**src/rtl/qam_adc_pkg.sv**
```systemverilog
// rtl/qam_adc_pkg.sv - shared state encoding and frame layout for the serial ADC reader
package qam_adc_pkg;

    typedef enum logic [1:0] {
        IDLE  = 2'd0,
        CONV  = 2'd1,
        SHIFT = 2'd2,
        DONE  = 2'd3
    } adc_state_e;

    localparam int FRAME_BITS     = 34;
    localparam int CH0_LSB_IDX    = 15;
    localparam int CH1_LSB_IDX    = 31;
    localparam int DATA_W_DEFAULT = 14;

endpackage

```
**src/rtl/adc_reader_if.sv**
```systemverilog
// rtl/adc_reader_if.sv - ADC pins plus sample bus of adc_reader
interface adc_reader_if;
    logic        start;
    logic        spi_miso;
    logic        ad_conv;
    logic        spi_sck;
    logic        busy;
    logic [15:0] sample_i;
    logic [15:0] sample_q;
    logic        sample_valid;

    modport master (
        input  start, spi_miso,
        output ad_conv, spi_sck, busy, sample_i, sample_q, sample_valid
    );

    modport slave (
        output start, spi_miso,
        input  ad_conv, spi_sck, busy, sample_i, sample_q, sample_valid
    );
endinterface

```
**src/rtl/adc_sck_gen.sv**
```systemverilog
// rtl/adc_sck_gen.sv - spi_sck prescaler with one-cycle rise/fall ticks
module adc_sck_gen #(
    parameter int CLK_DIV = 2
) (
    input  logic clk,
    input  logic rst,
    input  logic en,
    output logic sck,
    output logic rise_tick,
    output logic fall_tick
);

    logic [7:0] div_cnt;
    logic       wrap;

    // Ticks mark the clk edge on which sck is about to change.
    assign wrap      = en && (div_cnt == 8'(CLK_DIV - 1));
    assign rise_tick = wrap && !sck;
    assign fall_tick = wrap && sck;

    always_ff @(posedge clk or posedge rst) begin
        if (rst) begin
            div_cnt <= '0;
            sck     <= 1'b0;
        end else if (!en) begin
            div_cnt <= '0;
            sck     <= 1'b0;
        end else if (wrap) begin
            div_cnt <= '0;
            sck     <= !sck;
        end else begin
            div_cnt <= div_cnt + 8'd1;
        end
    end

endmodule

```
**src/rtl/adc_reader.sv**
```systemverilog
// rtl/adc_reader.sv - two-channel serial ADC front-end; ADC_FREE_RUN_EN selects free-running conversions
module adc_reader
    import qam_adc_pkg::*;
#(
    parameter int CLK_DIV = 2,
    parameter int DATA_W  = DATA_W_DEFAULT,
    parameter int OUT_W   = 16
) (
    input  logic          clk,
    input  logic          rst,
    adc_reader_if.master  bus
);

    localparam logic [1:0] ST_IDLE  = IDLE;
    localparam logic [1:0] ST_CONV  = CONV;
    localparam logic [1:0] ST_SHIFT = SHIFT;
    localparam logic [1:0] ST_DONE  = DONE;

    localparam int CH0_POS = FRAME_BITS - 1 - CH0_LSB_IDX;
    localparam int CH1_POS = FRAME_BITS - 1 - CH1_LSB_IDX;

    logic [1:0]            state;
    logic [8:0]            conv_cnt;
    logic [5:0]            bit_cnt;
    logic [FRAME_BITS-1:0] shreg;
    logic [FRAME_BITS-1:0] frame_next;
    logic                  miso_q;
    logic                  shift_pend;
    logic                  sck;
    logic                  rise_tick;
    logic                  fall_tick;
    logic                  frame_end;
    logic [DATA_W-1:0]     ch0_raw;
    logic [DATA_W-1:0]     ch1_raw;
    logic [OUT_W-1:0]      sample_i_q;
    logic [OUT_W-1:0]      sample_q_q;

    adc_sck_gen #(.CLK_DIV(CLK_DIV)) u_sck_gen (
        .clk       (clk),
        .rst       (rst),
        .en        (state == ST_SHIFT),
        .sck       (sck),
        .rise_tick (rise_tick),
        .fall_tick (fall_tick)
    );

    assign frame_end = fall_tick && (bit_cnt == 6'(FRAME_BITS));

    // With CLK_DIV=1 the last bit is still in flight when the frame ends,
    // so the samples are taken from the frame as it will look after this edge.
    assign frame_next = shift_pend ? {shreg[FRAME_BITS-2:0], miso_q} : shreg;
    assign ch0_raw    = frame_next[CH0_POS +: DATA_W];
    assign ch1_raw    = frame_next[CH1_POS +: DATA_W];

    always_ff @(posedge clk or posedge rst) begin
        if (rst) begin
            state    <= ST_IDLE;
            conv_cnt <= '0;
        end else begin
            case (state)
                ST_IDLE: begin
                    if (bus.start) begin
                        state    <= ST_CONV;
                        conv_cnt <= '0;
                    end
                end
                ST_CONV: begin
                    if (conv_cnt == 9'(2 * CLK_DIV - 1)) begin
                        state <= ST_SHIFT;
                    end else begin
                        conv_cnt <= conv_cnt + 9'd1;
                    end
                end
                ST_SHIFT: begin
                    if (frame_end) begin
                        state <= ST_DONE;
                    end
                end
                ST_DONE: begin
`ifdef ADC_FREE_RUN_EN
                    state    <= ST_CONV;
                    conv_cnt <= '0;
`else
                    state    <= ST_IDLE;
`endif
                end
                default: state <= ST_IDLE;
            endcase
        end
    end

    always_ff @(posedge clk or posedge rst) begin
        if (rst) begin
            bit_cnt    <= '0;
            shreg      <= '0;
            miso_q     <= 1'b0;
            shift_pend <= 1'b0;
            sample_i_q <= '0;
            sample_q_q <= '0;
        end else begin
            shift_pend <= rise_tick;
            if (rise_tick) begin
                miso_q <= bus.spi_miso;
            end
            if (state != ST_SHIFT) begin
                bit_cnt <= '0;
            end else if (rise_tick) begin
                bit_cnt <= bit_cnt + 6'd1;
            end
            if (shift_pend) begin
                shreg <= frame_next;
            end
            if (frame_end) begin
                sample_i_q <= {{(OUT_W - DATA_W){ch0_raw[DATA_W-1]}}, ch0_raw};
                sample_q_q <= {{(OUT_W - DATA_W){ch1_raw[DATA_W-1]}}, ch1_raw};
            end
        end
    end

    assign bus.ad_conv      = (state == ST_CONV);
    assign bus.spi_sck      = sck;
    assign bus.busy         = (state != ST_IDLE);
    assign bus.sample_valid = (state == ST_DONE);
    assign bus.sample_i     = sample_i_q;
    assign bus.sample_q     = sample_q_q;

endmodule

```
**src/flat_wrapper.sv**
```systemverilog
// flat-port wrapper written by rule: the top's interface ports become plain ports
module adc_reader_flat import qam_adc_pkg::*;
#(
    parameter int CLK_DIV = 2,
    parameter int DATA_W  = DATA_W_DEFAULT,
    parameter int OUT_W   = 16
)
  (clk, rst, bus_start, bus_spi_miso, bus_ad_conv, bus_spi_sck, bus_busy, bus_sample_i, bus_sample_q, bus_sample_valid);
  adc_reader_if bus_i ();
  input  logic clk;
  input  logic rst;
  input wire logic [$bits(bus_i.start)-1:0] bus_start;
  input wire logic [$bits(bus_i.spi_miso)-1:0] bus_spi_miso;
  output wire logic [$bits(bus_i.ad_conv)-1:0] bus_ad_conv;
  output wire logic [$bits(bus_i.spi_sck)-1:0] bus_spi_sck;
  output wire logic [$bits(bus_i.busy)-1:0] bus_busy;
  output wire logic [$bits(bus_i.sample_i)-1:0] bus_sample_i;
  output wire logic [$bits(bus_i.sample_q)-1:0] bus_sample_q;
  output wire logic [$bits(bus_i.sample_valid)-1:0] bus_sample_valid;
  assign bus_i.start = bus_start;
  assign bus_i.spi_miso = bus_spi_miso;
  assign bus_ad_conv = bus_i.ad_conv;
  assign bus_spi_sck = bus_i.spi_sck;
  assign bus_busy = bus_i.busy;
  assign bus_sample_i = bus_i.sample_i;
  assign bus_sample_q = bus_i.sample_q;
  assign bus_sample_valid = bus_i.sample_valid;
  adc_reader #(.CLK_DIV(CLK_DIV), .DATA_W(DATA_W), .OUT_W(OUT_W)) u_core (.clk(clk), .rst(rst), .bus(bus_i));
endmodule
```
**config.mk**
```make
export PLATFORM = sky130hd
export DESIGN_NAME = adc_reader_flat
export DESIGN_NICKNAME = d
export VERILOG_FILES = /design/src/rtl/qam_adc_pkg.sv /design/src/rtl/adc_reader_if.sv /design/src/rtl/adc_sck_gen.sv /design/src/rtl/adc_reader.sv /design/src/flat_wrapper.sv
export SDC_FILE = /design/constraint.sdc
export NUM_CORES = 1
export LEC_CHECK = 0
export ABC_AREA = 1
export CAP_MARGIN = 20
export CORE_AREA = 2 2 90 92
export DETAILED_ROUTE_END_ITERATION = 8
export DIE_AREA = 0 0 92 94
export HOLD_SLACK_MARGIN = 0.15
export PLACE_DENSITY_LB_ADDON = 0.2
export SETUP_SLACK_MARGIN = 0.02
export SYNTH_ARGS = -nofsm -noshare
export SYNTH_HDL_FRONTEND = slang
export SYNTH_SLANG_ARGS = --single-unit
```
**constraint.sdc**
```tcl
create_clock -name clk -period 6.06 [get_ports clk]
set_input_delay 1.515 -clock clk [delete_from_list [all_inputs] [get_ports clk]]
set_output_delay 1.515 -clock clk [all_outputs]
set_load 0.005 [all_outputs]
```
==> results of run 1 <==
final timing paths:
| check | cells past startpoint | startpoint | end | slack [ns] |
|---|---|---|---|---|
| setup / recovery | 3 | u_core.state[1] | bus_ad_conv | 2.72 |
| hold / removal | 2 | u_core.bus.sample_q[4] | u_core.bus.sample_q[4] | 0.47 |
| setup reg to reg | 7 | u_core.state[0] | u_core.bus.sample_q[7] | 3.81 |
| hold reg to reg | 2 | u_core.bus.sample_q[4] | u_core.bus.sample_q[4] | 0.47 |
| max in group asynchronous | 3 | rst | u_core.shift_pend | 3.82 |
| min in group asynchronous | 2 | rst | u_core.shreg[7] | 1.49 |
synth_stat cells, types with 8 or more instances:
cell type and n:
nand3_1 36, buf_2 9, nand3_2 15, o21ai_0 26, nand2_1 136, dfrtp_1 88, nor2_1 41, buf_4 8
inv_2 8, a21oi_1 17, ha_1 9, inv_1 44
stage by stage:
step / hold WS (ns) / power (mW) / cell area (µm²) / util / setup WS (ns)
after global routing: 0.4974 / 1.785 / 4698 / 0.6176 / 2.614
after floorplan: 0.4433 / 1.132 / 4096 / - / 2.266
after detailed placement: 0.4589 / 1.225 / 4458 / 0.5860 / 2.980
after CTS: 0.4804 / 1.669 / 4678 / 0.6150 / 2.718
after global placement: 0.4527 / 1.203 / 4458 / 0.5860 / 3.008
final: 0.4724 / 1.656 / 4698 / 0.6176 / 2.720
worst reg2reg max path, delay by kind of cell (launching register included):
kind                     cells  cell delay [ns]
buffers and inverters        2             0.31
AND/OR/NAND/NOR              4             1.03
flip-flops                   1             0.42
adder cells (fa/ha/maj)      1             0.39
cells by family (layout without fill, tap and decap cells):
family / count (synthesis) / in the layout / synth area share
compound gates: 47 / 47 / 0.05803
xor+xnor: 6 / 6 / 0.01283
fa+ha+maj: 9 / 9 / 0.02749
buf+inv: 74 / 110 / 0.08980
flops: 88 / 88 / 0.5376
mux: 2 / 2 / 0.005497
simple gates: 240 / 240 / 0.2688
registers in the layout (all words and copies together), names as in the netlist:
register and cells:
u_core.state 2, u_core.u_sck_gen.div_cnt 8, u_core.conv_cnt 9, u_core.bus.sample_i 14, u_core.u_sck_gen.sck 1, u_core.bus.sample_q 14, u_core.bit_cnt 6, u_core.shreg 32
u_core.miso_q 1, u_core.shift_pend 1
cell type report:
class / instances / area [µm²] / share of cell area
clock inverters: 6 / 92.59 / 0.01971
flip-flops and latches: 88 / 2202 / 0.4687
well taps: 102 / 127.6 / 0.02716
inverters: 52 / 196.4 / 0.04181
repair buffers: 42 / 425.4 / 0.09055
clock buffers: 10 / 127.6 / 0.02716
multi-input cells: 304 / 1526 / 0.3249
power by group through the flow:
stage	Combinational (mW)	Sequential [mW]	Clock, mW
5_1_grt	0.502	0.801	0.482
2_1_floorplan	0.355	0.777	0
3_5_place_dp	0.432	0.793	0
4_1_cts	0.434	0.782	0.452
3_3_place_gp	0.414	0.790	0
6_report	0.432	0.783	0.441
metal layers:
metal  global-route usage  part of all wire  wire length, µm  vias to the layer above
met3              0.02970             0.028              199                       12
li1                     -                 -                -                     1513
met4              0.08706             0.020              138                        0
met1               0.2414              0.48             3351                     1432
met5                    0                 0                0                        -
met2               0.3088              0.48             3361                       53
==> metrics.log, run 1 <==
[metrics] final hold violation count: 0
[metrics] DP HPWL: 4687 µm
[metrics] remaining global-route overflow: 0
[metrics] sw frac: 0.3444
[metrics] most frequent standard cell in the layout excluding fill and tap cells: nand2_1
[metrics] Top-Level Pins: 40
[metrics] average via count per standard cell: 4.983
[metrics] average wire per standard cell: 11.67 µm
[metrics] fin crit period: 3.340 ns
[metrics] peak supply drop: 0.2321 mV
[metrics] initial antenna violation count: 0
[metrics] via count of the first global-routing pass: 2,899
[metrics] element type at the critical path start: register
[metrics] setup repair bufs after CTS: 0
[metrics] maximum number of pins on one net before global-route repair: 63
[metrics] cell count after placement: 587
[metrics] Post-Syn Instances: 466
[metrics] DR vias: 3,010
[metrics] leakage power: 2.333 nW
[metrics] Avg Synthesized Cell Area: 8.791 µm²
[metrics] buffer levels on the longest clock path: 2
[metrics] RSZ-0062 raised after global routing: false
[metrics] relative contribution of the clock network to total power: 0.266
[metrics] proportion of netlist area held by the largest area contributor: 0.5376
[metrics] Power per Cell Area: 352.4 nW/µm²
[metrics] global-route wire length before repair: 12,710 µm
[metrics] total of cells resized after clock tree synthesis: 0
[metrics] min-delay worst type: register to register
[metrics] cell type with the highest aggregate area in the netlist: dfrtp_1
[metrics] P&R area growth vs syn: 14.69%
[metrics] number of buffer and inverter stages on the critical path: 2
[metrics] slew margin rel.: 0.5429
[metrics] Max Clk Rate: 299.4 MHz
[metrics] number of port buffers: 39
[metrics] critical path class: register to output port
[metrics] number of buffers added by the clock tree synthesis step: 9
[metrics] proportion of register bits with asynchronous set or reset after synthesis: 1.000
[metrics] share of post-route cells with drive strength above 1: 0.1036
[metrics] worst path arrival time: 1.83 ns
[metrics] clock slew at the register clock pins of the worst setup and hold paths: 0.08 ns
[metrics] highest fanout seen on the critical path: 11
[metrics] number of nets produced by synthesis: 479
[metrics] Final TNS setup: 0 ns
[metrics] initial core utilization: 0.5385
[metrics] maximum level of the CTS H-tree: 3
[metrics] net switching power figure: 570.2 µW
[metrics] Total Wirelength: 7050 µm
[metrics] CP max-delay cell: clkdlybuf4s50_1
[metrics] number of flip-flops and latches in the synthesized netlist: 88
[metrics] count of distinct cell types in the synthesized netlist: 25
[metrics] flip-flop cell with the highest count after synthesis: dfrtp_1
[metrics] Layout fillers: 671
[metrics] total global-route track usage: 0.1861
[metrics] setup clock skew after layout: 0.01068 ns
[metrics] number of synthesis warnings: 0
[metrics] cell area after synthesis: 4096 µm²
[metrics] number of placement rows: 32
[metrics] DR pass1 iterations: 4
[metrics] core region area: 7607 µm²
[metrics] share of the yosys chip area belonging to registers: 0.5376
[metrics] Detailed Route Iter0 Violations: 124
[metrics] cell class contributing the biggest share of worst-path delay: buffers and inverters
[metrics] power share of the sequential group: 0.473
[metrics] weighted congestion reported at the end of routability-driven placement: 0.8288
[metrics] DIE WIDTH: 92 µm
[metrics] most frequent cells in the layout: nand2_1 (136), dfrtp_1 (88), inv_1 (43), nor2_1 (41), clkdlybuf4s50_1 (39)
[metrics] drc violations: 0
[metrics] status: completed
[metrics] ranking of synthesized cells by area: dfrtp_1 (54%), nand2_1 (12%), nand3_1 (4.4%)
[metrics] die height: 94 µm
[metrics] Layout Cells excl Fill: 604
[metrics] measured slew at the worst slew-check pin: 0.6846 ns
[metrics] net count of the finished layout: 510
[metrics] number of pins exceeding their max-slew limit in the final report: 0
[metrics] area of the die: 8648 µm²
[metrics] share of the clock period used by the worst path: 0.5512
[metrics] clock latency at the later pin of the worst-skew pair: 0.35 ns
[metrics] final antenna diode count: 0
[metrics] buffer cell driving the clock tree root: clkbuf_8
[metrics] cell-by-cell listing of the critical path: inv_1 > ha_1 > clkdlybuf4s50_1
[metrics] Pint: 1.086 mW
[metrics] Gate power share: 0.261
[metrics] critical path data required time: 4.55 ns
[metrics] post-route antenna net violation count: 0
[metrics] clock tree from TritonCTS: yes
[metrics] count of max-cap constraint violations: 0
[metrics] count of flip-flops with a built-in enable after synthesis: 0
[metrics] biggest cell delay along the critical path: 0.58 ns
[metrics] endpoint class of the critical path: output port
[metrics] final count of negative-setup-slack endpoints: 0
[metrics] number of buffers inserted for hold repair after clock tree synthesis: 0
[metrics] clk sinks: 88
Power figures use the tool's default switching activity.
==> inputs of run 2 (changes only) <==
--- a/config.mk
+++ b/config.mk
@@ -7,9 +7,9 @@
 export LEC_CHECK = 0
 export ABC_AREA = 1
 export CAP_MARGIN = 20
-export CORE_AREA = 2 2 90 92
+export CORE_AREA = 2 2 93 95
 export DETAILED_ROUTE_END_ITERATION = 8
-export DIE_AREA = 0 0 92 94
+export DIE_AREA = 0 0 95 97
 export HOLD_SLACK_MARGIN = 0.15
 export PLACE_DENSITY_LB_ADDON = 0.2
 export SETUP_SLACK_MARGIN = 0.02
==> constraint.sdc (replaced) <==
create_clock -name clk -period 2.67 [get_ports clk]
set_input_delay 0.6675 -clock clk [delete_from_list [all_inputs] [get_ports clk]]
set_output_delay 0.6675 -clock clk [all_outputs]
set_load 0.005 [all_outputs]
==> metrics.log, run 2 (synthesized netlist as in run 1, its figures left out) <==
[metrics] status: completed
[metrics] RSZ-0062 raised after global routing: false
[metrics] DIE WIDTH: 95 µm
[metrics] number of port buffers: 39
[metrics] DR pass1 iterations: 4
[metrics] final standard cell area without fillers: 4740 µm²
[metrics] number of placement rows: 33
[metrics] Max Clk Rate: 405.5 MHz
[metrics] worst setup slack for register-to-register paths: 0.67 ns
[metrics] number of buffers added by the clock tree synthesis step: 9
[metrics] fin crit period: 2.466 ns
[metrics] P&R area growth vs syn: 15.70%
[metrics] maximum level of the CTS H-tree: 3
[metrics] post-route antenna net violation count: 0
[metrics] area of the die: 9215 µm²
[metrics] peak supply drop: 0.6245 mV
[metrics] slew margin rel.: 0.5892
[metrics] total of cells resized after clock tree synthesis: 0
[metrics] final hold violation count: 0
[metrics] clock tree from TritonCTS: yes
[metrics] DP HPWL: 5135 µm
[metrics] register containing the most flip-flops in the final layout: u_core.shreg
[metrics] clock latency at the later pin of the worst-skew pair: 0.36 ns
[metrics] CP max-delay cell: clkdlybuf4s50_1
[metrics] initial antenna violation count: 0
[metrics] cell class contributing the biggest share of worst-path delay: buffers and inverters
[metrics] highest routed metal layer: met4
[metrics] min-delay worst type: register to register
[metrics] clock slew at the register clock pins of the worst setup and hold paths: 0.09 ns
[metrics] cell-by-cell listing of the critical path: inv_1 > ha_1 > clkdlybuf4s50_1
[metrics] Total Wirelength: 7354 µm
[metrics] average wire per standard cell: 12.04 µm
[metrics] number of buffer and inverter stages on the critical path: 2
[metrics] Power per Cell Area: 798.2 nW/µm²
[metrics] Detailed Route Iter0 Violations: 168
[metrics] net count of the finished layout: 514
[metrics] critical path data required time: 2.00 ns
[metrics] source of the worst register-to-register timing path: u_core.state[0]
[metrics] wire length the detailed router placed on met1: 3520 µm
[metrics] Seq. cell area: 2202 µm²
[metrics] weighted congestion reported at the end of routability-driven placement: 0.8475
[metrics] met3 layer wire length in the routed design: 195 µm
[metrics] clk sinks: 88
[metrics] number of pins exceeding their max-slew limit in the final report: 0
[metrics] highest fanout seen on the critical path: 11
[metrics] worst hold endpoint: u_core.bus.sample_i[4]
[metrics] hold depth: 2
[metrics] biggest cell delay along the critical path: 0.58 ns
[metrics] Top-Level Pins: 40
[metrics] cell count of the worst reg-to-reg path: 7
[metrics] element type at the critical path start: register
[metrics] core region area: 8134 µm²
[metrics] global-route wire length before repair: 13,440 µm
[metrics] drc violations: 0
[metrics] footprint of the multi-input gates: 1526 µm²
[metrics] buffer levels on the longest clock path: 2
[metrics] setup clock skew after layout: 0.01345 ns
[metrics] end of the worst register-to-register path: u_core.bus.sample_i[12]
[metrics] max FFs per register: 32
[metrics] most frequent standard cell in the layout excluding fill and tap cells: nand2_1
[metrics] maximum number of pins on one net before global-route repair: 63
[metrics] average via count per standard cell: 4.912
[metrics] share of the clock period used by the worst path: 0.9236
[metrics] Layout fillers: 716
[metrics] final antenna diode count: 0
[metrics] via count of the first global-routing pass: 2,975
[metrics] setup repair bufs after CTS: 0
[metrics] routed wire length on met2: 3533 µm
[metrics] count of max-cap constraint violations: 0
[metrics] most frequent cells in the layout: nand2_1 (136), dfrtp_1 (88), inv_1 (43), nor2_1 (41), clkdlybuf4s50_1 (39)
[metrics] endpoint class of the critical path: output port
[metrics] hold path start: u_core.bus.sample_i[4]
[metrics] final count of negative-setup-slack endpoints: 0
[metrics] initial core utilization: 0.5036
[metrics] placed standard-cell area: 4514 µm²
[metrics] leakage power: 2.348 nW
[metrics] total global-route track usage: 0.1818
[metrics] remaining global-route overflow: 0
[metrics] critical path class: register to output port
[metrics] share of post-route cells with drive strength above 1: 0.1126
[metrics] buffer cell driving the clock tree root: clkbuf_8
[metrics] die height: 97 µm
[metrics] measured slew at the worst slew-check pin: 0.6148 ns
[metrics] number of buffers inserted for hold repair after clock tree synthesis: 0
[metrics] Final TNS setup: 0 ns
[metrics] DR vias: 3,001
[metrics] worst path arrival time: 1.80 ns
[run 2: cell count changes in the layout (fill, tap and decap cells not counted), sizes merged]
cell,delta
buf,+4
clkinvlp,+2
clkbuf,-1
inv,+1
clkinv,-2
[run 2: report_power, final]
group	total (mW)	internal (mW)	leakage (nW)	switching, mW
registers	1.77	1.63	1.17	0.144
logic	0.976	0.306	1.07	0.670
clock network	1.03	0.535	0.106	0.500
total	3.78	2.47	2.35	1.31
[run 2: how the worst max path moves through the flow]
stage                    startpoint                end  slack (ns)  depth (start not counted)
finish              u_core.state[1]        bus_ad_conv        0.20                          3
global route        u_core.state[1]        bus_ad_conv        0.09                          3
CTS                 u_core.state[1]        bus_ad_conv        0.18                          3
detailed placement  u_core.state[1]        bus_ad_conv        0.59                          3
global placement    u_core.state[1]        bus_ad_conv        0.59                          3
floorplan                       rst  u_core.bit_cnt[0]        0.98                          1
[run 2: worst reg2reg max path, delay by kind of cell, from the launching register on]
family,cells,cell delay [ns]
and+or+nand+nor,4,0.80
DFF,1,0.42
adders and majority gates,1,0.37
buffers and inverters,2,0.30
[run 2: metrics by stage]
step | setup WS (ns) | total power [mW] | utilization | hold WS, ns | std cells
floorplan | 0.9807 | 2.570 | - | 0.4433 | 466
global placement | 0.5929 | 2.742 | 0.5550 | 0.4546 | 595
detailed placement | 0.5864 | 2.783 | 0.5550 | 0.4573 | 595
CTS | 0.1806 | 3.823 | 0.5827 | 0.4796 | 611
global route | 0.08647 | 4.069 | 0.5827 | 0.4944 | 611
finish | 0.2039 | 3.783 | 0.5827 | 0.4736 | 611
[run 2: layer usage]
layer  vias to the layer above  global-route usage
li1                       1527                   -
met1                      1418              0.2476
met2                        45              0.2891
met3                        11             0.03349
met4                         0             0.06689
met5                         -                   0
[run 2: layout make-up]
cell class                      instances  share of cell area
Inverter                               52             0.04197
Timing Repair Buffer                   46             0.09609
Clock inverter                          7             0.02138
Clock buffer                            9             0.02614
Sequential cell                        88              0.4646
Multi-Input combinational cell        304              0.3221
Tap cell                              105             0.02772
